**config.mk**
```make
export PLATFORM = sky130hd
export DESIGN_NAME = uart_tx_arbiter
export DESIGN_NICKNAME = d
export VERILOG_FILES = /design/src/rtl/uart_tx_arbiter.sv
export SDC_FILE = /design/constraint.sdc
export NUM_CORES = 1
export LEC_CHECK = 0
export ABC_AREA = 1
export CELL_PAD_IN_SITES_DETAIL_PLACEMENT = 0
export CELL_PAD_IN_SITES_GLOBAL_PLACEMENT = 1
export CORE_ASPECT_RATIO = 0.75
export CORE_MARGIN = 2
export CORE_UTILIZATION = 34
export CTS_CLUSTER_SIZE = 10
export DETAILED_ROUTE_END_ITERATION = 8
export GPL_TIMING_DRIVEN = 0
export PLACE_DENSITY = 0.88
export SYNTH_ARGS = -nofsm -noshare
export SYNTH_HDL_FRONTEND = slang
export SYNTH_SLANG_ARGS = --single-unit
```
**constraint.sdc**
```tcl
create_clock -name clk -period 4.3 [get_ports clk]
set_input_delay 1.29 -clock clk [delete_from_list [all_inputs] [get_ports clk]]
set_output_delay 1.29 -clock clk [all_outputs]
set_load 0.005 [all_outputs]
```
**src/rtl/uart_tx_arbiter.sv**
```systemverilog
// uart_tx_arbiter: round-robin share of one uart_tx among NUM_REQ
// byte producers, with per-requester lock so packets never interleave.
//
// Ports:
//   clk, rst        rising-edge clock, async active-high reset
//   req_valid[i]    requester i presents a byte on lane i
//   req_data        byte lanes, lane i at [8i+7:8i]
//   req_lock[i]     requester i wants to keep ownership after this byte
//   req_ack[i]      one-cycle pulse, byte of requester i captured
//   tx_start        start pulse to uart_tx
//   tx_data         byte to uart_tx, stable from grant to next grant
//   tx_ready        uart_tx idle
//   busy            high while a byte is in flight (state != IDLE)
//   grant_id        current or most recent granted requester
module uart_tx_arbiter #(
  parameter int NUM_REQ       = 4,
  parameter int IDW           = 2,
  parameter int START_TIMEOUT = 16
) (
  input  logic                 clk,
  input  logic                 rst,
  input  logic [NUM_REQ-1:0]   req_valid,
  input  logic [NUM_REQ*8-1:0] req_data,
  input  logic [NUM_REQ-1:0]   req_lock,
  output logic [NUM_REQ-1:0]   req_ack,
  output logic                 tx_start,
  output logic [7:0]           tx_data,
  input  logic                 tx_ready,
  output logic                 busy,
  output logic [IDW-1:0]       grant_id
);

  localparam int CW = $clog2(START_TIMEOUT + 1);

  typedef enum logic [1:0] {
    IDLE,
    ARM,
    SEND
  } state_t;

  state_t               state_q, state_d;
  logic [CW-1:0]        cnt_q, cnt_d;
  logic [IDW-1:0]       ptr_q, ptr_d;
  logic [IDW-1:0]       gid_q, gid_d;
  logic                 lock_q, lock_d;
  logic                 start_q, start_d;
  logic [7:0]           data_q, data_d;
  logic [NUM_REQ-1:0]   ack_q, ack_d;
  logic                 busy_q, busy_d;

  logic [7:0]           lanes [NUM_REQ];
  logic [IDW-1:0]       pick;
  logic                 pick_ok;
  logic [IDW:0]         idx;

  always_comb begin
    for (int i = 0; i < NUM_REQ; i++) begin
      lanes[i] = req_data[8*i +: 8];
    end
  end

  // While locked only the owner (last grant) may win; otherwise scan
  // upward from the pointer+1, wrapping at NUM_REQ.
  always_comb begin
    pick    = '0;
    pick_ok = 1'b0;
    idx     = '0;
    if (lock_q) begin
      pick    = gid_q;
      pick_ok = req_valid[gid_q];
    end else begin
      for (int i = 1; i <= NUM_REQ; i++) begin
        idx = {1'b0, ptr_q} + (IDW+1)'(i);
        if (idx >= (IDW+1)'(NUM_REQ)) begin
          idx = idx - (IDW+1)'(NUM_REQ);
        end
        if (!pick_ok && req_valid[idx[IDW-1:0]]) begin
          pick_ok = 1'b1;
          pick    = idx[IDW-1:0];
        end
      end
    end
  end

  always_comb begin
    state_d = state_q;
    cnt_d   = cnt_q;
    ptr_d   = ptr_q;
    gid_d   = gid_q;
    lock_d  = lock_q;
    start_d = 1'b0;
    data_d  = data_q;
    ack_d   = '0;
    unique case (state_q)
      IDLE: begin
        if (lock_q && !req_lock[gid_q]) begin
          lock_d = 1'b0;
        end
        if (tx_ready && pick_ok) begin
          state_d     = ARM;
          start_d     = 1'b1;
          ack_d[pick] = 1'b1;
          data_d      = lanes[pick];
          gid_d       = pick;
          ptr_d       = pick;
          cnt_d       = '0;
        end
      end
      ARM: begin
        // Transmitter missed the pulse if ready never drops: retry.
        if (!tx_ready) begin
          state_d = SEND;
          cnt_d   = '0;
        end else if (cnt_q == CW'(START_TIMEOUT - 1)) begin
          start_d = 1'b1;
          cnt_d   = '0;
        end else begin
          cnt_d = cnt_q + CW'(1);
        end
      end
      SEND: begin
        if (tx_ready) begin
          state_d = IDLE;
          lock_d  = req_lock[gid_q];
        end
      end
      default: state_d = IDLE;
    endcase
    busy_d = (state_d != IDLE);
  end

  always_ff @(posedge clk or posedge rst) begin
    if (rst) begin
      state_q <= IDLE;
      cnt_q   <= '0;
      ptr_q   <= IDW'(NUM_REQ - 1);
      gid_q   <= '0;
      lock_q  <= 1'b0;
      start_q <= 1'b0;
      data_q  <= '0;
      ack_q   <= '0;
      busy_q  <= 1'b0;
    end else begin
      state_q <= state_d;
      cnt_q   <= cnt_d;
      ptr_q   <= ptr_d;
      gid_q   <= gid_d;
      lock_q  <= lock_d;
      start_q <= start_d;
      data_q  <= data_d;
      ack_q   <= ack_d;
      busy_q  <= busy_d;
    end
  end

  assign req_ack  = ack_q;
  assign tx_start = start_q;
  assign tx_data  = data_q;
  assign busy     = busy_q;
  assign grant_id = gid_q;

endmodule

```
# Word level (Yosys, flattened, before mapping)
# Cells that the tools add are included.
# totals
output_inout_bits	16
register_bits	26
elab_cells	109
input_bits	43
# classes
magnitude_cmp	12
bitwise_logic	1
n_addsub	9
reduce_logical	17
mux	55
n_eq_ne	6
# op_table
cell	count
two-way mux 2 bit	16
two-way mux 1 bit	20
< comparator 2 x 3 -> 1 bit, second input constant	6
binary-select mux 8 bit (select 2 bit)	1
two-way mux 8 bit	2
greater-or-equal comparator 3 bit, second input constant	5
two-way mux 5 bit	3
binary-select mux 1 bit (select 2 bit)	6
one-hot mux 5 bit (2 select lines)	1
two-way mux 4 bit	2
subtractor 2 x 1 -> 2 bit, second input constant	4
adder 2 x 2 -> 3 bit, second input constant	2
logical AND 1 bit	6
!= test 2 bit, second input constant	3
one-hot mux 2 bit (3 select lines)	1
nonzero test 2 bit	3
adder 5 x 1 -> 5 bit, second input constant	1
== test 5 x 4 -> 1 bit, second input constant	1
zero test 1 bit	4
one-hot mux 1 bit (2 select lines)	2
AND reduction 2 bit	2
adder 2 x 1 -> 3 bit, second input constant	1
adder 2 x 3 -> 3 bit, second input constant	1
inverter 2 -> 3 bit	1
other kinds (6)	6

# Logic depth before layout (Yosys ltp)
# Gate-level depths: netlist (run 1).
# depth
word_depth	26
ltp_mapped	18
ltp_nobuf	16

# Least setup slack after synthesis (run 1)
# OpenSTA, ideal clock, no wires.
# synth_path
path_type	input to register
start	input req_valid[2]
end	register data_q[0] (netlist: tx_data[0])
path_buffers	1
setup_ns	0.116
t_required_ns	4.184
setup_slack_ns	1.829
arrival_time_ns	2.354
stages	15
cell_sequence	inv_1 nand2_2 nand3_1 nand2_1 nor2_4 nand3_2 nand2_2 inv_4 buf_4 nand3_1 nand2_1 nand2_1 nand2_1 nand2_1 nand2_1
# synth_between
elab_chain_cells	20
elab_cells_between_ends	35
cone_classes	26 x mux; 1 x bitwise; 8 x reduce/logical
# synth_rtl
element	line_no	rtl
from (decl)	22	input logic [NUM_REQ-1:0] req_valid,
binary-select mux 1 bit (select 2 bit)	77	if (!pick_ok && req_valid[idx[IDW-1:0]]) begin
two-way mux 1 bit (not written as such)	77	
two-way mux 1 bit	77	
two-way mux 1 bit	68	if (lock_q) begin
zero test 1 bit	77	
logical AND 1 bit	77	
two-way mux 1 bit	77	
two-way mux 1 bit	68	
(+3 left out)	n/a	
two-way mux 1 bit	68	
zero test 1 bit	77	
logical AND 1 bit	77	
two-way mux 2 bit	77	
two-way mux 2 bit	68	
inverter 2 -> 3 bit (not written as such)	103	data_d = lanes[pick];
binary-select mux 8 bit (select 2 bit)	103	
two-way mux 8 bit (not written as such) (2 in series)	103	
to (signal assigned)	150	data_q <= data_d;
to (decl)	47	logic [7:0] data_q, data_d;
# Several ways; a longest one is shown, not always the timed one. The select of a mux whose other input is x is not followed.
# A chain may end at the register's enable or synchronous reset.

# Worst setup path in the final report (run 1)
# layout_path
start	input req_valid[3]
end	register data_q[7] (netlist: tx_data[7])
# The elaborated chain is that of the path after synthesis.

==> results by group, run 1 <==
Status
  – Status: finished, final reports clean

Floorplan
  – Initial Util: 36.19%
  – Io pins: 59
  – Die area: 5939 um^2
  – Die Y-Extent: about 67 um
  – # rows: 22
  – Die width: between 80 and 90 um
  – CORE AREA: 5010 um^2

Finish
  – Nets: 369
  – Post-route insts no fill: about 400
  – Area Overhead vs Synth: 40.92%
  – Share of cells above drive strength 1: 14.51%
  – ANT cells: 0

Timing
  – RSZ-0062 raised after global routing: false
  – Fmax: 0.3451 GHz
  – Crit path time final: about 2900 ps
  – Fraction of the cycle the final worst path needs: 67.39%
  – Final setup fails: 0
  – Pins Over Slew Limit: 0
  – Setup Skew: ~3.5 ps
  – Slew at the pin closest to its max-slew limit: 931.3 ps
  – Relative slew margins: 37.85%
  – Sum Neg Setup Slack: 0 ps
  – Fin. Hold Viols: 0

CTS
  – Clk_lat worst skew: around 270 ps
  – Worst-path clk slew: 80 ps
  – Post-CTS sizing: 0
  – Total CTS buffers: 3
  – Postcts setup bufs: 0
  – Hold Buf Count CTS: 0
  – CTS tree: yes
  – Clock buffer depth: 2
  – Sink Count: 26
  – CTS HTree Levels: 1
  – CTS root buffer: clkbuf_8

Worst setup path
  – Slowest stage cell, crit path: clkdlybuf4s50_1
  – WS Path Type: in2reg
  – Buf/Inv on CP: 4
  – Largest delay share family, worst path: simple AND/OR/NAND/NOR gates
  – Worst path arrival time: 3060 ps
  – Cell repeated most along the worst path: nand2_1
  – Critical path data required time: 4460 ps
  – CP Cell Sequence: clkdlybuf4s50_1, inv_1, nand2_1, nand3_1, nand2_1, nor2_4, nand3b_1, nand2_1, inv_1, nand2_1, nand2_1, clkinv_1, nand2_1, nand2_1, nand2_1, nand2_1
  – Crit end category: register
  – Largest stage delay, worst path: 510 ps
  – Crit path max fanout: 9
  – CP startpoint kind: primary input

Yosys
  – Top post-synthesis cells by count: nand2_1, nand3_1, dfrtp_1
  – Seq/Total Area, Yosys: 36.02%
  – EDFF count, synth: 0
  – Seq cells post-synth: 26
  – Syn Std Cell Area: 1813 um^2
  – Top_reg_cell synth: dfrtp_1
  – Area contributors post-synth: dfrtp_1, nand2_1, nand3_1
  – Synth area leader: dfrtp_1
  – YS warnings: 0
  – Post-synth cell types: 34
  – Top-count cell post-synth: nand2_1
  – Post-synthesis async set-or-reset flop share: 100.0%
  – Synthesized instance count: ~260
  – Syn avg cell area: between 6 and 7 um^2
  – Synthesized netlist net count: just over 300
  – Post-synth top area share: between 30% and 40%

Placement
  – Routability Congestion: 0.8522
  – IO Port Bufs: just under 60
  – Detailed placer's ending HPWL: 3705 um
  – Post-Place Cells: 392

Global routing
  – GR Util met1: 25.43%
  – M2 GR Usage: 24.81%
  – GRT Util Overall: 16.54%
  – Met3 usage: 3.790%
  – Global route total overflow: 0
  – Most used routing layer: met1
  – Initial antenna violation count: 0
  – Vias in the first global route: roughly 1.7k
  – Pin count of the biggest net entering global routing: 27
  – Global-route wire length before repair: 7783 um

Power
  – Static Leak: 1.266 nW
  – P per Cell Area: roughly 800 nW/um^2
  – Max IR drop VDD: 0.0003955 V
  – Total Power: 0.002036 W

Routing
  – Routed vias/inst: 4.470
  – Vias post-DR: 1770
  – Antenna-violating nets left: 0
  – DRC violations left: 0
  – WL per Instance: about 11 um
  – DRT Pass-1 Iters: 4
  – Routed WL: 4529 um
  – Initial DRC count: 46

Worst hold path
  – Hold Crit Class: reg2reg

Flow run
  – Max Cap Viol: 0
metrics by stage:
step / worst slack, ps / hold slack [ps] / area [um^2] / util (%)
after floorplan: 1829 / 472.4 / 1813 / -
after global placement: 1128 / 473.0 / 2484 / 49.58
after detailed placement: 1078 / 472.6 / 2484 / 49.58
after CTS: 1353 / 496.4 / 2555 / 51.00
after global routing: 1142 / 519.2 / 2555 / 51.00
final: 1402 / 491.6 / 2555 / 51.00
flip-flops by register name, summed over array words and instances, names as in the netlist:
register  count
lock_q        1
req_ack       4
tx_start      1
state_q       2
busy          1
cnt_q         5
tx_data       8
grant_id      2
ptr_q         2
path summary, 6_finish.rpt:
check	endpoint	slack, ps	cells after the start	startpoint
worst max-delay path	tx_data[7]$_DFFE_PP0P_	1400	16	req_valid[3]
worst min-delay path	tx_data[1]$_DFFE_PP0P_	490	2	tx_data[1]$_DFFE_PP0P_
worst max register to register	tx_data[6]$_DFFE_PP0P_	2210	12	ptr_q[0]$_DFFE_PP1P_
worst min register to register	tx_data[1]$_DFFE_PP0P_	490	2	tx_data[1]$_DFFE_PP0P_
max in group asynchronous	req_ack[2]$_DFF_PP0_	2200	2	rst
min in group asynchronous	cnt_q[3]$_DFFE_PP0P_	1530	2	rst
cell families (layout without fill, tap and decap cells):
kind of cell / after synthesis / in the layout / synth area share [%]
flops: 26 / 26 / 36.03
simple gates: 183 / 183 / 47.41
xor+xnor: 1 / 1 / 0.4832
compound gates: 19 / 19 / 5.867
buf+inv: 31 / 93 / 8.971
fa+ha+maj: 1 / 1 / 0.6900
mux: 1 / 1 / 0.5521
tightest hold or removal path, delay by kind of cell, from the launching register on:
kind | cells | cell delay (ps)
flops | 1 | 350
simple gates | 2 | 110
cell usage in the layout, fill, tap and decap left out, types with 2 or more instances in the layout:
| cell type | count |
|---|---|
| nand3_1 | 26 |
| nand3_2 | 2 |
| inv_2 | 4 |
| nand4_1 | 2 |
| dfrtp_1 | 24 |
| a21oi_1 | 4 |
| inv_1 | 17 |
| clkbuf_8 | 3 |
| nor3_1 | 2 |
| nor2_1 | 11 |
| nand2_4 | 3 |
| o21ai_0 | 11 |
| dfstp_2 | 2 |
| nand2_2 | 20 |
| nand2_1 | 111 |
| clkdlybuf4s50_1 | 58 |
| buf_4 | 4 |
metal layers:
| metal | routed length [um] | vias up |
|---|---|---|
| li1 | - | 944 |
| met1 | 2373 | 781 |
| met2 | 1908 | 45 |
| met3 | 247 | 0 |
| met4 | 0 | 0 |
| met5 | 0 | - |
layout make-up:
class / instances / area [um^2]
Buffer: 7 / 65.06
Multi-Input combinational cell: 205 / 997.2
Clock buffer: 3 / 41.29
Fill cell: 539 / 2455
Timing Repair Buffer: 58 / 580.6
Sequential cell: 26 / 653.1
Inverter: 24 / 97.59
Tap cell: 72 / 90.09
Clock inverter: 1 / 30.03
where the power goes:
group / internal, W / switching (W) / total, W
Clock: 0.000124 / 0.0000723 / 0.000197
Sequential: 0.000346 / 0.0000722 / 0.000418
Combinational: 0.000583 / 0.000838 / 0.00142
Note: power is estimated with default switching activity, not from simulation.
==> run 2, diff against run 1 <==
Settings changed: CORE_UTILIZATION 34 to 29, PLACE_DENSITY 0.88 to 0.81.
Clock period 4.3 ns to 2.4 ns, I/O delays scaled along.
==> results by group, run 2 (same netlist as run 1, synthesis figures left out) <==
Global routing
  – Met3 usage: 3.115%
  – GRT Util Overall: 14.06%
  – Initial antenna violation count: 0
  – Global route total overflow: 0
  – Global-route wire length before repair: 7790 um
  – M2 GR Usage: 20.27%
  – Pin count of the biggest net entering global routing: 27
  – Vias in the first global route: approximately 1.6k
  – GR Util met1: between 20% and 30%
  – Most used routing layer: met1

Worst hold path
  – Hold Crit Class: reg2reg

Placement
  – Detailed placer's ending HPWL: 3720 um
  – Routability Congestion: approximately 0.74
  – Placed Area: 2491 um^2
  – IO Port Bufs: between 50 and 60
  – Place WS: -249.2 ps

CTS
  – Hold Buf Count CTS: 0
  – Clk_lat worst skew: about 270 ps
  – CTS tree: yes
  – Total CTS buffers: 3
  – Clock buffer depth: 2
  – Sink Count: 26
  – CTS HTree Levels: 1
  – Worst-path clk slew: 90 ps
  – CTS root buffer: clkbuf_8

Worst setup path
  – Worst path arrival time: about 2300 ps
  – Critical path data required time: 2620 ps
  – Slowest stage cell, crit path: dfstp_2
  – Cell repeated most along the worst path: nand2_1
  – Crit path max fanout: 9
  – Largest stage delay, worst path: 540 ps
  – WS Path Type: reg2reg
  – Largest delay share family, worst path: simple AND/OR/NAND/NOR gates
  – Crit end category: register
  – CP startpoint kind: register
  – CP Cell Sequence: buf_6, inv_6, nand2_1, nand2_2, nand2_1, nand2_2, nand2_2, nand2_2, nand2_4, nand3_4, nand2_8, clkbuf_16, nand2_2, nand2_1, nand2_1, nand2_1, nand2_1, nand2_1
  – Buf/Inv on CP: 3

Timing
  – Fraction of the cycle the final worst path needs: between 80 and 90%
  – Slew at the pin closest to its max-slew limit: ~950 ps
  – Final worst setup slack: 292.7 ps
  – Setup Skew: about 4.4 ps
  – RSZ-0062 raised after global routing: false
  – Fin. Hold Viols: 0
  – Final setup fails: 0
  – Fmax: about 0.47 GHz
  – Relative slew margins: 36.49%
  – Sum Neg Setup Slack: 0 ps
  – Crit path time final: 2107 ps
  – Min Hold Slack: around 500 ps
  – Pins Over Slew Limit: 0

Finish
  – Most frequent cells in the layout: nand2_1, clkdlybuf4s50_1, nand3_1, dfrtp_1, nand2_2
  – Commonest non-fill, non-tap cell in the layout: nand2_1
  – Share of cells above drive strength 1: 19.70%
  – Final Cell Area: 2726 um^2
  – Nets: between 300 and 400
  – Max FFs per register: 8
  – Area Overhead vs Synth: 50.38%
  – ANT cells: 0

Floorplan
  – Io pins: 59
  – # rows: 24
  – Die width: 95.30 um
  – Initial Util: 30.65%
  – Die Y-Extent: 72.48 um
  – Die area: 6907 um^2
  – CORE AREA: 5916 um^2

Routing
  – DRC violations left: 0
  – Routed vias/inst: 4.504
  – Antenna-violating nets left: 0
  – Routed WL: 5093 um
  – Initial DRC count: 69
  – WL per Instance: between 10 and 15 um
  – DRT Pass-1 Iters: 4
  – Vias post-DR: 1860

Power
  – Static Leak: between 1 and 1.5 nW
  – P per Cell Area: 1560 nW/um^2
  – Max IR drop VDD: 0.0005864 V

Flow run
  – Max Cap Viol: 0

Status
  – Status: finished, final reports clean
[run 2: changes by cell type in the layout (fill, tap and decap cells not counted), sizes merged]
cell | previous run | this run
clkdlybuf4s50 | 58 | 54
buf | 6 | 13
nand2 | 135 | 136
clkbuf | 4 | 5
dlymetal6s2s | 0 | 4
clkinvlp | 0 | 2
nand3 | 29 | 30
clkinv | 1 | 0
[run 2: final cells by class]
type | instances | area (um^2)
inverters | 24 | 103.9
plain buffers | 7 | 73.82
multi-input cells | 207 | 1041
clock buffers | 3 | 41.29
repair buffers | 66 | 678.2
fillers | 611 | 3189
flip-flops and latches | 26 | 653.1
clock inverters | 1 | 30.03
repair inverters | 1 | 7.507
well taps | 78 | 97.59
[run 2: tightest hold or removal path, cell delays in order (launching register included)]
cell	delay [ps]
dfrtp_1	350
nand2_1	50
nand2_1	60
[run 2: through the flow]
| step | utilization [%] | total power (W) | instances |
|---|---|---|---|
| floorplan | - | 0.002598 | 262 |
| global placement | 42.11 | 0.003362 | 398 |
| detailed placement | 42.11 | 0.003363 | 398 |
| CTS | 43.32 | 0.003745 | 402 |
| global route | 46.09 | 0.004669 | 413 |
| finish | 46.09 | 0.004254 | 413 |
[run 2: final timing paths]
check | start | to | slack (ps) | cells after the start
min in group asynchronous | rst | grant_id[0]$_DFFE_PP0P_ | 960 | 2
max reg2reg | ptr_q[0]$_DFFE_PP1P_ | tx_data[5]$_DFFE_PP0P_ | 290 | 18
min | tx_data[7]$_DFFE_PP0P_ | tx_data[7]$_DFFE_PP0P_ | 490 | 2
max | ptr_q[0]$_DFFE_PP1P_ | tx_data[5]$_DFFE_PP0P_ | 290 | 18
min reg2reg | tx_data[7]$_DFFE_PP0P_ | tx_data[7]$_DFFE_PP0P_ | 490 | 2
max in group asynchronous | rst | tx_data[6]$_DFFE_PP0P_ | 870 | 2
[run 2: timing repair]
item,in CTS,in global routing
gates resized for setup,0,19
setup buffers,0,6
setup endpoints to repair,0,17
[run 2: routing by layer]
layer  part of all wire (%)  routed length, um
met1                     51               2609
met2                     41               2105
met3                    7.1                361
met4                   0.33                 17
met5                      0                  0
[run 2: power by group]
part | total, W | switching [W] | internal (W)
Clock | 0.000366 | 0.000143 | 0.000223
Sequential | 0.000747 | 0.000127 | 0.000620
Combinational | 0.00314 | 0.00175 | 0.00139
Total | 0.00425 | 0.00202 | 0.00224
